--- src/rtl/vehicle_sensor_conditioner_if.sv ---
// Loop-detector bundle between the raw loop inputs and the conditioned
// sensor/fault outputs consumed by trafficLightController.
interface vehicle_sensor_conditioner_if;
  logic [3:0] raw_1th;
  logic [3:0] raw_5th;
  logic [3:0] sensor_1th;
  logic [3:0] sensor_5th;
  logic [3:0] fault;

  modport master (
    output raw_1th,
    output raw_5th,
    input  sensor_1th,
    input  sensor_5th,
    input  fault
  );

  modport slave (
    input  raw_1th,
    input  raw_5th,
    output sensor_1th,
    output sensor_5th,
    output fault
  );
endinterface

--- src/rtl/vehicle_sensor_conditioner.sv ---
// Vehicle sensor conditioner: synchronises and debounces the eight raw
// inductive-loop levels (4 lanes x {1st-car, 5th-car}), gates queue presence
// by 1st-car presence and latches a sticky per-lane fault when a queue loop
// stays on without its 1st-car loop.
// Channel map: ch 0..3 = 1th lanes N,S,E,W; ch 4..7 = 5th lanes N,S,E,W.
module vehicle_sensor_conditioner #(
  parameter int DEBOUNCE_CYCLES = 4,
  parameter int RELEASE_CYCLES  = 8,
  parameter int FAULT_CYCLES    = 32,
  parameter int CNT_W           = 6
) (
  input  logic                         clk,
  input  logic                         rst,
  vehicle_sensor_conditioner_if.slave  bus
);

  typedef enum logic {
    ST_OFF = 1'b0,
    ST_ON  = 1'b1
  } deb_state_t;

  localparam logic [CNT_W:0] DEB_TERM = (CNT_W+1)'(DEBOUNCE_CYCLES);
  localparam logic [CNT_W:0] REL_TERM = (CNT_W+1)'(RELEASE_CYCLES);
  localparam logic [CNT_W:0] FLT_TERM = (CNT_W+1)'(FAULT_CYCLES);

  // True when one more count reaches the terminal value.
  function automatic logic hits_term(input logic [CNT_W-1:0] v,
                                     input logic [CNT_W:0]   term);
    return ({1'b0, v} + (CNT_W+1)'(1)) == term;
  endfunction

  // Saturating increment: a counter never wraps back to zero.
  function automatic logic [CNT_W-1:0] sat_inc(input logic [CNT_W-1:0] v);
    return (&v) ? v : v + CNT_W'(1);
  endfunction

  logic [7:0]       sync_p0;
  logic [7:0]       sync_p1;
  deb_state_t       state_p2 [8];
  logic [CNT_W-1:0] cnt_p2   [8];
  logic [CNT_W-1:0] fcnt_p2  [4];
  logic [3:0]       fault_p2;

  deb_state_t       state_nxt [8];
  logic [CNT_W-1:0] cnt_nxt   [8];
  logic [CNT_W-1:0] fcnt_nxt  [4];
  logic [3:0]       fault_nxt;
  logic [7:0]       deb;

  // --- stage p0/p1: two-flop synchroniser for the asynchronous loop levels
  // Capture raw levels through two flops per channel to tame metastability.
  always_ff @(posedge clk) begin
    if (!rst) begin
      sync_p0 <= '0;
      sync_p1 <= '0;
    end else begin
      sync_p0 <= {bus.raw_5th, bus.raw_1th};
      sync_p1 <= sync_p0;
    end
  end

  // --- stage p2: debounce state, counters and sticky fault
  // State register for all debounce FSMs and the lane fault trackers.
  always_ff @(posedge clk) begin
    if (!rst) begin
      for (int ch = 0; ch < 8; ch++) begin
        state_p2[ch] <= ST_OFF;
        cnt_p2[ch]   <= '0;
      end
      for (int ln = 0; ln < 4; ln++) begin
        fcnt_p2[ln] <= '0;
      end
      fault_p2 <= '0;
    end else begin
      for (int ch = 0; ch < 8; ch++) begin
        state_p2[ch] <= state_nxt[ch];
        cnt_p2[ch]   <= cnt_nxt[ch];
      end
      for (int ln = 0; ln < 4; ln++) begin
        fcnt_p2[ln] <= fcnt_nxt[ln];
      end
      fault_p2 <= fault_nxt;
    end
  end

  // Debounced level of each channel, decoded from its FSM state.
  always_comb begin
    deb = '0;
    for (int ch = 0; ch < 8; ch++) begin
      deb[ch] = (state_p2[ch] == ST_ON);
    end
  end

  // Hysteretic debounce: any opposing sample restarts the run counter.
  always_comb begin
    for (int ch = 0; ch < 8; ch++) begin
      state_nxt[ch] = state_p2[ch];
      cnt_nxt[ch]   = cnt_p2[ch];
      case (state_p2[ch])
        ST_OFF: begin
          if (!sync_p1[ch]) begin
            cnt_nxt[ch] = '0;
          end else if (hits_term(cnt_p2[ch], DEB_TERM)) begin
            state_nxt[ch] = ST_ON;
            cnt_nxt[ch]   = '0;
          end else begin
            cnt_nxt[ch] = sat_inc(cnt_p2[ch]);
          end
        end
        ST_ON: begin
          if (sync_p1[ch]) begin
            cnt_nxt[ch] = '0;
          end else if (hits_term(cnt_p2[ch], REL_TERM)) begin
            state_nxt[ch] = ST_OFF;
            cnt_nxt[ch]   = '0;
          end else begin
            cnt_nxt[ch] = sat_inc(cnt_p2[ch]);
          end
        end
        default: begin
          state_nxt[ch] = ST_OFF;
          cnt_nxt[ch]   = '0;
        end
      endcase
    end
  end

  // Fault tracking: queue loop on while 1st-car loop off for too long.
  // Once the terminal count is reached the counter holds there.
  always_comb begin
    fault_nxt = fault_p2;
    for (int ln = 0; ln < 4; ln++) begin
      fcnt_nxt[ln] = '0;
      if (deb[4+ln] && !deb[ln]) begin
        if (hits_term(fcnt_p2[ln], FLT_TERM)) begin
          fault_nxt[ln] = 1'b1;
          fcnt_nxt[ln]  = fcnt_p2[ln];
        end else begin
          fcnt_nxt[ln] = sat_inc(fcnt_p2[ln]);
        end
      end
    end
  end

  // Outputs straight from debounce state; a faulted lane hides its queue.
  assign bus.sensor_1th = deb[3:0];
  assign bus.sensor_5th = deb[7:4] & deb[3:0] & ~fault_p2;
  assign bus.fault      = fault_p2;

endmodule

--- src/flat_wrapper.sv ---
// flat-port wrapper written by rule: the top's interface ports become plain ports
module vehicle_sensor_conditioner_flat 
#(
  parameter int DEBOUNCE_CYCLES = 4,
  parameter int RELEASE_CYCLES  = 8,
  parameter int FAULT_CYCLES    = 32,
  parameter int CNT_W           = 6
)
  (clk, rst, bus_raw_1th, bus_raw_5th, bus_sensor_1th, bus_sensor_5th, bus_fault);
  vehicle_sensor_conditioner_if bus_i ();
  input  logic clk;
  input  logic rst;
  input wire logic [$bits(bus_i.raw_1th)-1:0] bus_raw_1th;
  input wire logic [$bits(bus_i.raw_5th)-1:0] bus_raw_5th;
  output wire logic [$bits(bus_i.sensor_1th)-1:0] bus_sensor_1th;
  output wire logic [$bits(bus_i.sensor_5th)-1:0] bus_sensor_5th;
  output wire logic [$bits(bus_i.fault)-1:0] bus_fault;
  assign bus_i.raw_1th = bus_raw_1th;
  assign bus_i.raw_5th = bus_raw_5th;
  assign bus_sensor_1th = bus_i.sensor_1th;
  assign bus_sensor_5th = bus_i.sensor_5th;
  assign bus_fault = bus_i.fault;
  vehicle_sensor_conditioner #(.DEBOUNCE_CYCLES(DEBOUNCE_CYCLES), .RELEASE_CYCLES(RELEASE_CYCLES), .FAULT_CYCLES(FAULT_CYCLES), .CNT_W(CNT_W)) u_core (.clk(clk), .rst(rst), .bus(bus_i));
endmodule
--- config.mk ---
export PLATFORM = sky130hd
export DESIGN_NAME = vehicle_sensor_conditioner_flat
export DESIGN_NICKNAME = d
export VERILOG_FILES = /design/src/rtl/vehicle_sensor_conditioner_if.sv /design/src/rtl/vehicle_sensor_conditioner.sv /design/src/flat_wrapper.sv
export SDC_FILE = /design/constraint.sdc
export NUM_CORES = 1
export LEC_CHECK = 0
export ABC_CLOCK_PERIOD_IN_PS = 2440
export CAP_MARGIN = 20
export CORE_ASPECT_RATIO = 1.1
export CORE_UTILIZATION = 55
export DETAILED_ROUTE_END_ITERATION = 6
export PLACE_DENSITY = 0.85
export SYNTH_ARGS = -nofsm -noshare
export SYNTH_HDL_FRONTEND = slang
export SYNTH_SLANG_ARGS = --single-unit
--- constraint.sdc ---
create_clock -name clk -period 2.44 [get_ports clk]
set_clock_uncertainty 0.1 [all_clocks]
set_input_delay 0.61 -clock clk [delete_from_list [all_inputs] [get_ports clk]]
set_output_delay 0.61 -clock clk [all_outputs]
set_load 0.005 [all_outputs]
# ---- Yosys cells after proc, flatten, opt, wreduce, memory -nomap -nowiden
# Memory sizes are Yosys's and may differ from the RTL's.
# Cells that the tools add are included.
dict set report totals {
  in_bits 10
  out_inout_bits 12
  mem_bits_ro 0
  latch_bits 0
  ff_bits 20
  mem_count 3
  word_cells 230
  ramBits 80
}
dict set report op_classes {
  n_mux 122
  n_div 0
  add_sub_neg 24
  reduce_logical 24
  bitwise_logic 31
  n_eq_ne 20
  shifts 0
  mul 0
  n_lt_le_gt_ge 0
}
# name words width read_ports rd_clocked_by_memory_dff write_ports line
set mem_list {}
lappend mem_list {u_core.cnt_p2 8 6 8 0 8 vehicle_sensor_conditioner.sv:40} ;# logic [CNT_W-1:0] cnt_p2 [8];
lappend mem_list {u_core.fcnt_p2 4 6 4 0 4 vehicle_sensor_conditioner.sv:41} ;# logic [CNT_W-1:0] fcnt_p2 [4];
lappend mem_list {u_core.state_p2 8 1 8 0 8 vehicle_sensor_conditioner.sv:39} ;# deb_state_t state_p2 [8];
# cell count
set ops {}
lappend ops {{2-to-1 mux 6 bit} 64}
lappend ops {{case mux 6 bit (2 select lines)} 8}
lappend ops {{adder 6 x 1 -> 7 bit (second input constant)} 12}
lappend ops {{adder 6 x 1 -> 6 bit (second input constant)} 12}
lappend ops {{AND reduction 6 bit} 12}
lappend ops {{equality test 7 x 3 -> 1 bit (second input constant)} 8}
lappend ops {{equality test 7 x 4 -> 1 bit (second input constant)} 8}
lappend ops {{2-to-1 mux 1 bit} 42}
lappend ops {{equality test 7 x 6 -> 1 bit (second input constant)} 4}
lappend ops {{OR 1 bit} 20}
lappend ops {{case mux 1 bit (2 select lines)} 8}
lappend ops {{AND 4 bit} 2}
lappend ops {{inverter 1 bit} 8}
lappend ops {{AND reduction 2 bit} 4}
lappend ops {{logical AND 1 bit} 4}
lappend ops {{logical NOT 1 bit} 4}
lappend ops {{inverter 4 bit} 1}

# ---- Logic depth before layout (Yosys ltp)
# Gate-level depths: netlist of run 1.
dict set report logic_depth {
  ltp_word 6
  ltp_mapped 7
  mapped_depth_nobuf 6
}

# ---- Worst setup path before layout of run 1
# OpenSTA, ideal clock, no wires.
dict set report synth_timing {
  path_kind {register to register}
  startpoint {memory u_core.cnt_p2[2][0], in the netlist u_core.cnt_p2[0][12]}
  endpoint {memory u_core.cnt_p2[2][2], in the netlist u_core.cnt_p2[0][14]}
  synth_period_minus_slack_ps 1797
  setup_time_ps 145
  n_path_buf 0
  t_arrival_ps 1552
  required_time_ps 2195
  path_stages_with_launch 7
  setup_slack_ps 643
  cell_sequence {dfxtp_1 > ha_1 > and4_1 > a21oi_1 > nand3b_4 > o21ai_0 > a221oi_1}
}
# element line
set synth_rtl {}
lappend synth_rtl {{from (decl)} vehicle_sensor_conditioner.sv:40}

==> summary.txt, run 1 <==
Num CTS Buffers - 9
Total detailed-routing wirelength - 10400 um
Area added between synthesis and finish - 8.53%
Final number of setup-violating endpoints - 0
Die ar. - 10200 um^2
First-pass DRT Iterations - 5
Depth of the most critical reg-to-reg path - 6
Total power per unit cell area - 482 nW/um^2
Antenna Cells - 0
Minimum clock period - 2.27 ns
Count of cells along the worst hold path - 1
Start point of the worst hold path - u_core.sync_p0[6]
Level count of the clock H-tree - 3
Final worst path period share - 93.2%
Critical Path AT - 1.56 ns
Total of fill cells in the finished design - 813
Final instance area - 5840 um^2
Count of buffers added by post-CTS timing repair for setup - 0
Clk root buf - sky130_fd_sc_hd__clkbuf_8
Placer congestion estimate - 0.899
Slack of the worst reg-to-reg path - 0.27 ns
Starting Density - 57.0%
Fraction of layout instances using a drive strength above 1 - 7.28%
Setup crit start kind - flip-flop
Dominant combinational cell family by area after synthesis - simple AND/OR/NAND/NOR gates
Clock tree sinks - 100
R2r endpoint - u_core.cnt_p2[0][14]
Worst-Skew Late Latency - 0.37 ns
Sequential share of the synthesized area - 37.2%
Synth Area in XOR/XNOR - 4.07%
Global-route wire length before repair - 18000 um
Kind of end point of the critical path - output port
Layout Utilization - 61.9%
LEAKAGE - 0.00216 uW
Clock transition at the registers of the reported paths - 0.10 ns
Number of nets with antenna violations after routing - 0
Simple logic cell fraction of the synthesized area - 27.5%
Die Y-Extent - 106 um
Number of remaining DRC errors - 0
Summed instance area of the synthesized netlist - 5380 um^2
Average cell area after synthesis - 8.28 um^2
Post-synthesis mux area share - 2.79%
Post-synth top area cell - sky130_fd_sc_hd__dfxtp_1
Area share of fa/ha/maj cells after synthesis - 4.88%
Count of cell types in the netlist - 65
Setup slack of the critical path after layout - 0.166 ns
Initial drt markers - 185
Vias in the first global route - 4284
Compound-gate portion of the synthesized area - 19.3%
Worst-Margin Slew - 0.547 ns
Required time of the critical path - 1.73 ns
Type of the worst min-delay path - reg2reg
Commonest non-fill, non-tap cells in the layout - sky130_fd_sc_hd__dfxtp_1 (99), sky130_fd_sc_hd__nor2_1 (62), sky130_fd_sc_hd__nand2_1 (56), sky130_fd_sc_hd__o21ai_0 (39), sky130_fd_sc_hd__a21oi_1 (34)
Headroom to the max-slew limit - 63.2%
Count of endpoints failing hold in the final timing report - 0
Overall fraction of global-route tracks in use - 21.8%
Row cnt - 37
Final-stage net count - 686
Reg-to-reg startpoint - u_core.cnt_p2[0][12]
Number of vias in the routed layout - 4637
Upper clock frequency limit - 440 MHz
VDD IR max - 293 uV
Syn Inst Count - 650
Core area - 9440 um^2
Maximum buffer depth of the clock tree - 2
Leading cell type in the layout, fill and taps excluded - sky130_fd_sc_hd__dfxtp_1
Pin count of the biggest net entering global routing - 25
Biggest area contributors in the synthesized netlist - sky130_fd_sc_hd__dfxtp_1 (37%), sky130_fd_sc_hd__ha_1 (4.9%), sky130_fd_sc_hd__nor2_1 (4.3%), sky130_fd_sc_hd__nand2_1 (3.9%), sky130_fd_sc_hd__o21ai_0 (3.6%)
Max_cap viols - 0
Drt via density - 5.98
Total gr overflow - 0
Count of input and output buffers - 21
Post-Syn Nets - 681
Leading register cell type out of synthesis - sky130_fd_sc_hd__dfxtp_1
RSZ-0062 raised after global routing - no
Detailed placer's ending HPWL - 7780 um
Largest fanout of any net on the critical path - 9
Share of synthesized registers carrying an async set or reset - 0%
#FFs+latches synth - 100
Portion of synthesized cell area occupied by the leading cell type - 37.2%
Number of warnings reported in the yosys synthesis log - 0
Result of the run - finished clean
Cell area after placement - 5640 um^2
Number of max-slew violations in the final report - 0
Mean routed wirelength per cell - 13.5 um
Crit Path Category - reg2out
Number of top-level design ports - 22
Pre-CTS worst setup slack - 0.231 ns
Post-synth EDFFs - 0
CTS tree - built
Antenna violations before repair - 0
Setup TNS - 0 ns
X dimension of the die - 96.3 um
Worst Hold End - u_core.sync_p1[6]
area by class of cell:
type	count	area [um^2]	share of cell area [%]
Tap cell	117	146	2.51
Clock buffer	10	138	2.36
Clock inverter	5	60.1	1.03
Timing Repair Buffer	27	280	4.80
Sequential cell	100	2000	34.3
Multi-Input combinational cell	500	3150	53.9
Inverter	17	63.8	1.09
through the flow:
| step | cells | total power [uW] | hold slack [ns] |
|---|---|---|---|
| after floorplan | 650 | 1740 | 0.312 |
| after global placement | 761 | 1770 | 0.316 |
| after detailed placement | 761 | 1780 | 0.320 |
| after CTS | 776 | 2840 | 0.344 |
| after global routing | 776 | 2910 | 0.351 |
| final | 776 | 2810 | 0.340 |
power breakdown:
part	switching (uW)	internal [uW]
logic	38.4	38.9
clock network	574	502
registers	13.1	1650
what timing repair did:
item / in CTS / in global routing
gates resized for setup: 0 / 1
hold buffers: 0 / 0
endpoints found under the setup margin: 0 / 1
worst max-delay path: stages, from the launching register on:
cell                              delay (ns)
sky130_fd_sc_hd__dfxtp_1                0.52
sky130_fd_sc_hd__nand2_1                0.09
sky130_fd_sc_hd__nor2_1                 0.09
sky130_fd_sc_hd__clkdlybuf4s50_1        0.50
how the worst max path moves through the flow:
stage,startpoint,endpoint,slack [ns],cells after the start
6_report,u_core.state_p2[0][4],bus_sensor_5th[0],0.17,3
4_1_cts,u_core.state_p2[0][1],bus_sensor_5th[1],0.13,3
2_1_floorplan,u_core.cnt_p2[0][12],u_core.cnt_p2[0][14],0.64,6
5_1_grt,u_core.cnt_p2[1][0],u_core.cnt_p2[1][3],0.03,6
3_3_place_gp,rst,u_core.fcnt_p2[3][3],0.28,4
3_5_place_dp,rst,u_core.fcnt_p2[3][3],0.23,4
synth_stat cells (2+ instances only):
master,instances
sky130_fd_sc_hd__o31ai_1,5
sky130_fd_sc_hd__a31oi_1,13
sky130_fd_sc_hd__a311oi_1,6
sky130_fd_sc_hd__nand2b_1,7
sky130_fd_sc_hd__a21bo_2,2
sky130_fd_sc_hd__a211oi_1,13
sky130_fd_sc_hd__clkbuf_1,13
sky130_fd_sc_hd__or2_2,8
sky130_fd_sc_hd__nand3_1,12
sky130_fd_sc_hd__or3_1,9
sky130_fd_sc_hd__a21oi_1,34
sky130_fd_sc_hd__nand2_1,56
sky130_fd_sc_hd__ha_1,21
sky130_fd_sc_hd__nand4_1,12
sky130_fd_sc_hd__nor2b_1,19
sky130_fd_sc_hd__a31o_2,5
sky130_fd_sc_hd__o21bai_1,5
sky130_fd_sc_hd__o21ai_0,39
sky130_fd_sc_hd__clkbuf_2,2
sky130_fd_sc_hd__a21boi_0,2
sky130_fd_sc_hd__xor2_1,16
sky130_fd_sc_hd__a41oi_1,2
sky130_fd_sc_hd__buf_2,11
sky130_fd_sc_hd__and4_1,5
sky130_fd_sc_hd__buf_4,5
sky130_fd_sc_hd__nand3b_1,3
sky130_fd_sc_hd__mux2i_1,15
sky130_fd_sc_hd__xnor2_1,9
sky130_fd_sc_hd__and3_1,7
sky130_fd_sc_hd__nor2_1,62
sky130_fd_sc_hd__nor4_1,10
sky130_fd_sc_hd__a22oi_1,5
sky130_fd_sc_hd__and2_1,30
sky130_fd_sc_hd__o211ai_2,2
sky130_fd_sc_hd__and3b_1,3
sky130_fd_sc_hd__o211ai_1,5
sky130_fd_sc_hd__inv_1,17
sky130_fd_sc_hd__nor3_1,28
sky130_fd_sc_hd__a221oi_1,2
sky130_fd_sc_hd__dfxtp_1,100
sky130_fd_sc_hd__nor3b_1,6
logic make-up after synthesis:
kind of cell	count (synthesis)
simple gates	283
fa+ha+maj	21
xor+xnor	25
buf+inv	50
flops	100
mux	15
compound gates	156
registers in the layout, summed over array words and instances (netlist names):
name,cells
u_core.cnt_p2,48
u_core.fcnt_p2,24
u_core.state_p2,8
u_core.sync_p0,8
u_core.sync_p1,8
u_core.bus.fault,4
layer usage:
| metal | part of all wire [%] | wire, um | vias to the layer above | global-route usage (%) |
|---|---|---|---|---|
| met1 | 44 | 4640 | 2168 | 25.9 |
| met4 | 2.2 | 226 | 0 | 8.72 |
| met5 | 0 | 0 | - | 0 |
| met2 | 50 | 5200 | 107 | 38.7 |
| li1 | - | - | 2341 | - |
| met3 | 3.6 | 379 | 21 | 3.10 |
Note: power is estimated with default switching activity, not from simulation.
==> inputs of run 2 (changes only) <==
--- a/config.mk
+++ b/config.mk
@@ -8,6 +8,7 @@
 export ABC_CLOCK_PERIOD_IN_PS = 2440
 export CAP_MARGIN = 20
 export CORE_ASPECT_RATIO = 1.1
+export CORE_MARGIN = 5
 export CORE_UTILIZATION = 55
 export DETAILED_ROUTE_END_ITERATION = 6
 export PLACE_DENSITY = 0.85
==> summary.txt, run 2 (synthesis results as in run 1) <==
Minimum clock period - 2.32 ns
Overall fraction of global-route tracks in use - 18.1%
Count of input and output buffers - 21
Setup crit start kind - flip-flop
Number of max-slew violations in the final report - 0
Slowest Stage Delay on Critical Path - 0.52 ns
Capture point of the critical path - bus_sensor_5th[3]
Total power per unit cell area - 489 nW/um^2
Total gr overflow - 0
CP top delay family - flip-flops
Depth of the most critical reg-to-reg path - 6
Global-route met3 utilization - 2.55%
Core area - 9440 um^2
CP bufs+invs - 1
Worst-path cell chain - nand2_1, nor2_1, clkdlybuf4s50_1
Initial drt markers - 203
Reg-to-reg startpoint - u_core.cnt_p2[1][18]
Clock tree sinks - 100
Commonest non-fill, non-tap cells in the layout - sky130_fd_sc_hd__dfxtp_1 (100), sky130_fd_sc_hd__nor2_1 (62), sky130_fd_sc_hd__nand2_1 (56), sky130_fd_sc_hd__o21ai_0 (39), sky130_fd_sc_hd__a21oi_1 (34)
Mean routed wirelength per cell - 13.9 um
Worst-Skew Late Latency - 0.35 ns
Worst-Margin Slew - 0.638 ns
Crit Path Category - reg2out
Headroom to the max-slew limit - 57.1%
Max_cap viols - 0
Clk root buf - sky130_fd_sc_hd__clkbuf_8
VDD IR max - 283 uV
Placer congestion estimate - 0.880
Level count of the clock H-tree - 3
Final-stage net count - 684
Row cnt - 37
R2r endpoint - u_core.cnt_p2[1][19]
Die Y-Extent - 114 um
Area added between synthesis and finish - 8.16%
Largest fanout of any net on the critical path - 9
Final worst path period share - 95.1%
Regs by FF count - u_core.cnt_p2 (48), u_core.fcnt_p2 (24)
Setup TNS - 0 ns
Total detailed-routing wirelength - 10800 um
Number of nets with antenna violations after routing - 0
Number of cells on the critical path - 3
Count of buffers added by post-CTS timing repair for setup - 0
Die ar. - 11900 um^2
Critical path launch point - u_core.state_p2[0][3]
Pre-CTS worst setup slack - 0.186 ns
LEAKAGE - 0.00215 uW
Final number of setup-violating endpoints - 0
First-pass DRT Iterations - 5
Result of the run - finished clean
Maximum buffer depth of the clock tree - 2
Clock transition at the registers of the reported paths - 0.09 ns
Required time of the critical path - 1.73 ns
Antenna Cells - 0
X dimension of the die - 104 um
Slack of the worst reg-to-reg path - 0.26 ns
Kind of end point of the critical path - output port
Drt via density - 5.94
Num CTS Buffers - 9
Total power - 2850 uW
CTS tree - built
Number of remaining DRC errors - 0
Setup slack of the critical path after layout - 0.120 ns
Met1 track demand over resource in global routing - 21.1%
Most crowded layer after global routing - met2
Number of buffers inserted by hold repair at cts - 0
Leading cell type in the layout, fill and taps excluded - sky130_fd_sc_hd__dfxtp_1
GR Util met2 - 33.9%
RSZ-0062 raised after global routing - no
Count of endpoints failing hold in the final timing report - 0
Pin count of the biggest net entering global routing - 40
Starting Density - 57.0%
Number of top-level design ports - 22
Global-route wire length before repair - 18800 um
Upper clock frequency limit - 431 MHz
Number of vias in the routed layout - 4598
Antenna violations before repair - 0
Detailed placer's ending HPWL - 7770 um
Resize count post-CTS - 0
Critical Path AT - 1.61 ns
Max stage delay cell, worst path - sky130_fd_sc_hd__dfxtp_1
Fraction of layout instances using a drive strength above 1 - 6.54%
Largest register FFs - 48
Biggest register - u_core.cnt_p2
Type of the worst min-delay path - reg2reg
Vias in the first global route - 4448
[run 2: cell types whose count changed in the layout (fill, tap and decap cells not counted), sizes merged]
cell,change
clkbuf,+1
buf,-2
clkinvlp,+1
inv,-2
clkinv,-1
bufinv,+1
[run 2: how the worst min path moves through the flow]
stage	depth (start not counted)	slack, ns	to	startpoint
6_report	1	0.34	u_core.sync_p1[2]	u_core.sync_p0[2]
5_1_grt	1	0.36	u_core.sync_p1[1]	u_core.sync_p0[1]
4_1_cts	1	0.34	u_core.sync_p1[2]	u_core.sync_p0[2]
3_5_place_dp	1	0.32	u_core.sync_p1[2]	u_core.sync_p0[2]
3_3_place_gp	1	0.32	u_core.sync_p1[1]	u_core.sync_p0[1]
2_1_floorplan	1	0.31	u_core.sync_p1[0]	u_core.sync_p0[0]
[run 2: per-stage QoR]
stage	utilization (%)	instances	area (um^2)	hold slack, ns
CTS	61.6	774	5820	0.341
global placement	59.5	759	5620	0.315
detailed placement	59.5	759	5620	0.320
floorplan	-	650	5380	0.312
finish	61.6	774	5820	0.339
global route	61.6	774	5820	0.361
[run 2: area by class of cell]
cell class / instances / area (um^2)
Clock buffer: 11 / 131
Fill cell: 795 / 3620
Inverter: 17 / 63.8
Clock inverter: 4 / 75.1
Sequential cell: 100 / 2000
Timing Repair Buffer: 25 / 253
Multi-Input combinational cell: 500 / 3150
Tap cell: 117 / 146
[run 2: worst register-to-register path, stage by stage, from the launching register on]
cell                       delay (ns)
sky130_fd_sc_hd__dfxtp_1         0.42
sky130_fd_sc_hd__ha_1            0.33
sky130_fd_sc_hd__nand4_1         0.18
sky130_fd_sc_hd__nor2_1          0.14
sky130_fd_sc_hd__o211ai_1        0.15
sky130_fd_sc_hd__o31ai_1         0.60
sky130_fd_sc_hd__nor4_1          0.12
[run 2: metal layers]
| layer | wire [um] | share of wire, % |
|---|---|---|
| met5 | 0 | 0 |
| met2 | 5470 | 51 |
| met3 | 317 | 2.9 |
| met1 | 4820 | 45 |
| met4 | 144 | 1.3 |
[run 2: power breakdown]
part	switching (uW)	internal, uW
logic	38.1	35.9
registers	13.0	1650
clock network	539	573
total	590	2260
==> inputs of run 3 (changes only) <==
--- a/config.mk
+++ b/config.mk
@@ -11,7 +11,7 @@
 export CORE_MARGIN = 5
 export CORE_UTILIZATION = 55
 export DETAILED_ROUTE_END_ITERATION = 6
-export PLACE_DENSITY = 0.85
+export PLACE_DENSITY = 0.83
 export SYNTH_ARGS = -nofsm -noshare
 export SYNTH_HDL_FRONTEND = slang
 export SYNTH_SLANG_ARGS = --single-unit
==> summary.txt, run 3 (synthesis results as in run 1) <==
Result of the run - finished clean
Number of remaining DRC errors - 0
Area added between synthesis and finish - 8.58%
Commonest non-fill, non-tap cells in the layout - sky130_fd_sc_hd__dfxtp_1 (100), sky130_fd_sc_hd__nor2_1 (62), sky130_fd_sc_hd__nand2_1 (56), sky130_fd_sc_hd__o21ai_0 (39), sky130_fd_sc_hd__a21oi_1 (34)
Number of buffers inserted by hold repair at cts - 0
Overall fraction of global-route tracks in use - 18.3%
Drt via density - 5.94
LEAKAGE - 0.00217 uW
Number of vias in the routed layout - 4607
Number of nets with antenna violations after routing - 0
Placer congestion estimate - 0.851
Vias in the first global route - 4389
Final instance area - 5840 um^2
Met1 track demand over resource in global routing - 21.0%
Fraction of layout instances using a drive strength above 1 - 7.13%
Initial drt markers - 161
Type of the worst min-delay path - reg2reg
Final worst path period share - 93.4%
CTS tree - built
Total of fill cells in the finished design - 795
Worst-Skew Late Latency - 0.36 ns
Number of max-slew violations in the final report - 0
Required time of the critical path - 1.73 ns
Maximum buffer depth of the clock tree - 2
Total power per unit cell area - 502 nW/um^2
Upper clock frequency limit - 439 MHz
Kind of end point of the critical path - output port
Leading cell type in the layout, fill and taps excluded - sky130_fd_sc_hd__dfxtp_1
Num CTS Buffers - 9
Setup crit start kind - flip-flop
Detailed placer's ending HPWL - 7860 um
Total detailed-routing wirelength - 10600 um
Worst Hold Margin - 0.339 ns
Resize count post-CTS - 0
Cell area after placement - 5610 um^2
Level count of the clock H-tree - 3
Antenna Cells - 0
Pin count of the biggest net entering global routing - 22
Count of buffers added by post-CTS timing repair for setup - 0
Largest fanout of any net on the critical path - 9
First-pass DRT Iterations - 4
Critical Path AT - 1.57 ns
Clock transition at the registers of the reported paths - 0.09 ns
Die Y-Extent - 114 um
Biggest register - u_core.cnt_p2
Regs by FF count - u_core.cnt_p2 (48), u_core.fcnt_p2 (24)
Minimum clock period - 2.28 ns
Count of endpoints failing hold in the final timing report - 0
Core area - 9440 um^2
Headroom to the max-slew limit - 58.9%
Clk root buf - sky130_fd_sc_hd__clkbuf_8
Final number of setup-violating endpoints - 0
Global-route met3 utilization - 2.94%
Number of top-level design ports - 22
Starting Density - 57.0%
Worst-Margin Slew - 0.611 ns
Row cnt - 37
RSZ-0062 raised after global routing - no
X dimension of the die - 104 um
Antenna violations before repair - 0
Global-route wire length before repair - 18900 um
Clock tree sinks - 100
Count of input and output buffers - 21
Max_cap viols - 0
Setup TNS - 0 ns
VDD IR max - 308 uV
Mean routed wirelength per cell - 13.7 um
Total gr overflow - 0
Layout Utilization - 61.9%
GR Util met2 - 33.9%
Crit Path Category - reg2out
Final-stage net count - 685
Most crowded layer after global routing - met2
Die ar. - 11900 um^2
Largest register FFs - 48
## run 3: power by group
group	internal, uW	total (uW)	switching [uW]	leakage [uW]
Clock	638	1200	565	0.000120
Sequential	1650	1660	13.0	0.000809
Combinational	34.7	71.7	37.0	0.00124
## run 3: worst paths after layout
path,start,end,slack (ns),cells past startpoint
max,u_core.state_p2[0][4],bus_sensor_5th[0],0.16,3
min,u_core.sync_p0[4],u_core.sync_p1[4],0.34,1
max reg2reg,u_core.cnt_p2[1][18],u_core.cnt_p2[1][20],0.28,6
min reg2reg,u_core.sync_p0[4],u_core.sync_p1[4],0.34,1
## run 3: metal layers
| layer | share of wire (%) | vias up |
|---|---|---|
| li1 | - | 2335 |
| met1 | 44 | 2167 |
| met2 | 50 | 85 |
| met3 | 3.3 | 20 |
| met4 | 2.0 | 0 |
| met5 | 0 | - |
## run 3: critical path, stage by stage (launching register included)
cell	delay (ns)
sky130_fd_sc_hd__dfxtp_1	0.51
sky130_fd_sc_hd__nand2_1	0.10
sky130_fd_sc_hd__nor2_1	0.09
sky130_fd_sc_hd__clkdlybuf4s50_1	0.50
## run 3: stage by stage
stage / std cells / worst slack, ns / power [uW]
after floorplan: 650 / 0.643 / 1740
after global placement: 760 / 0.359 / 1770
after detailed placement: 760 / 0.281 / 1770
after CTS: 776 / 0.140 / 2950
after global routing: 776 / 0.0553 / 3040
final: 776 / 0.161 / 2930
## run 3: final cells by class
type / count / area [um^2] / share of cell area (%)
multi-input cells: 500 / 3150 / 53.9
flip-flops and latches: 100 / 2000 / 34.3
repair buffers: 26 / 248 / 4.24
clock buffers: 11 / 151 / 2.59
well taps: 117 / 146 / 2.50
clock inverters: 5 / 82.6 / 1.41
inverters: 17 / 63.8 / 1.09
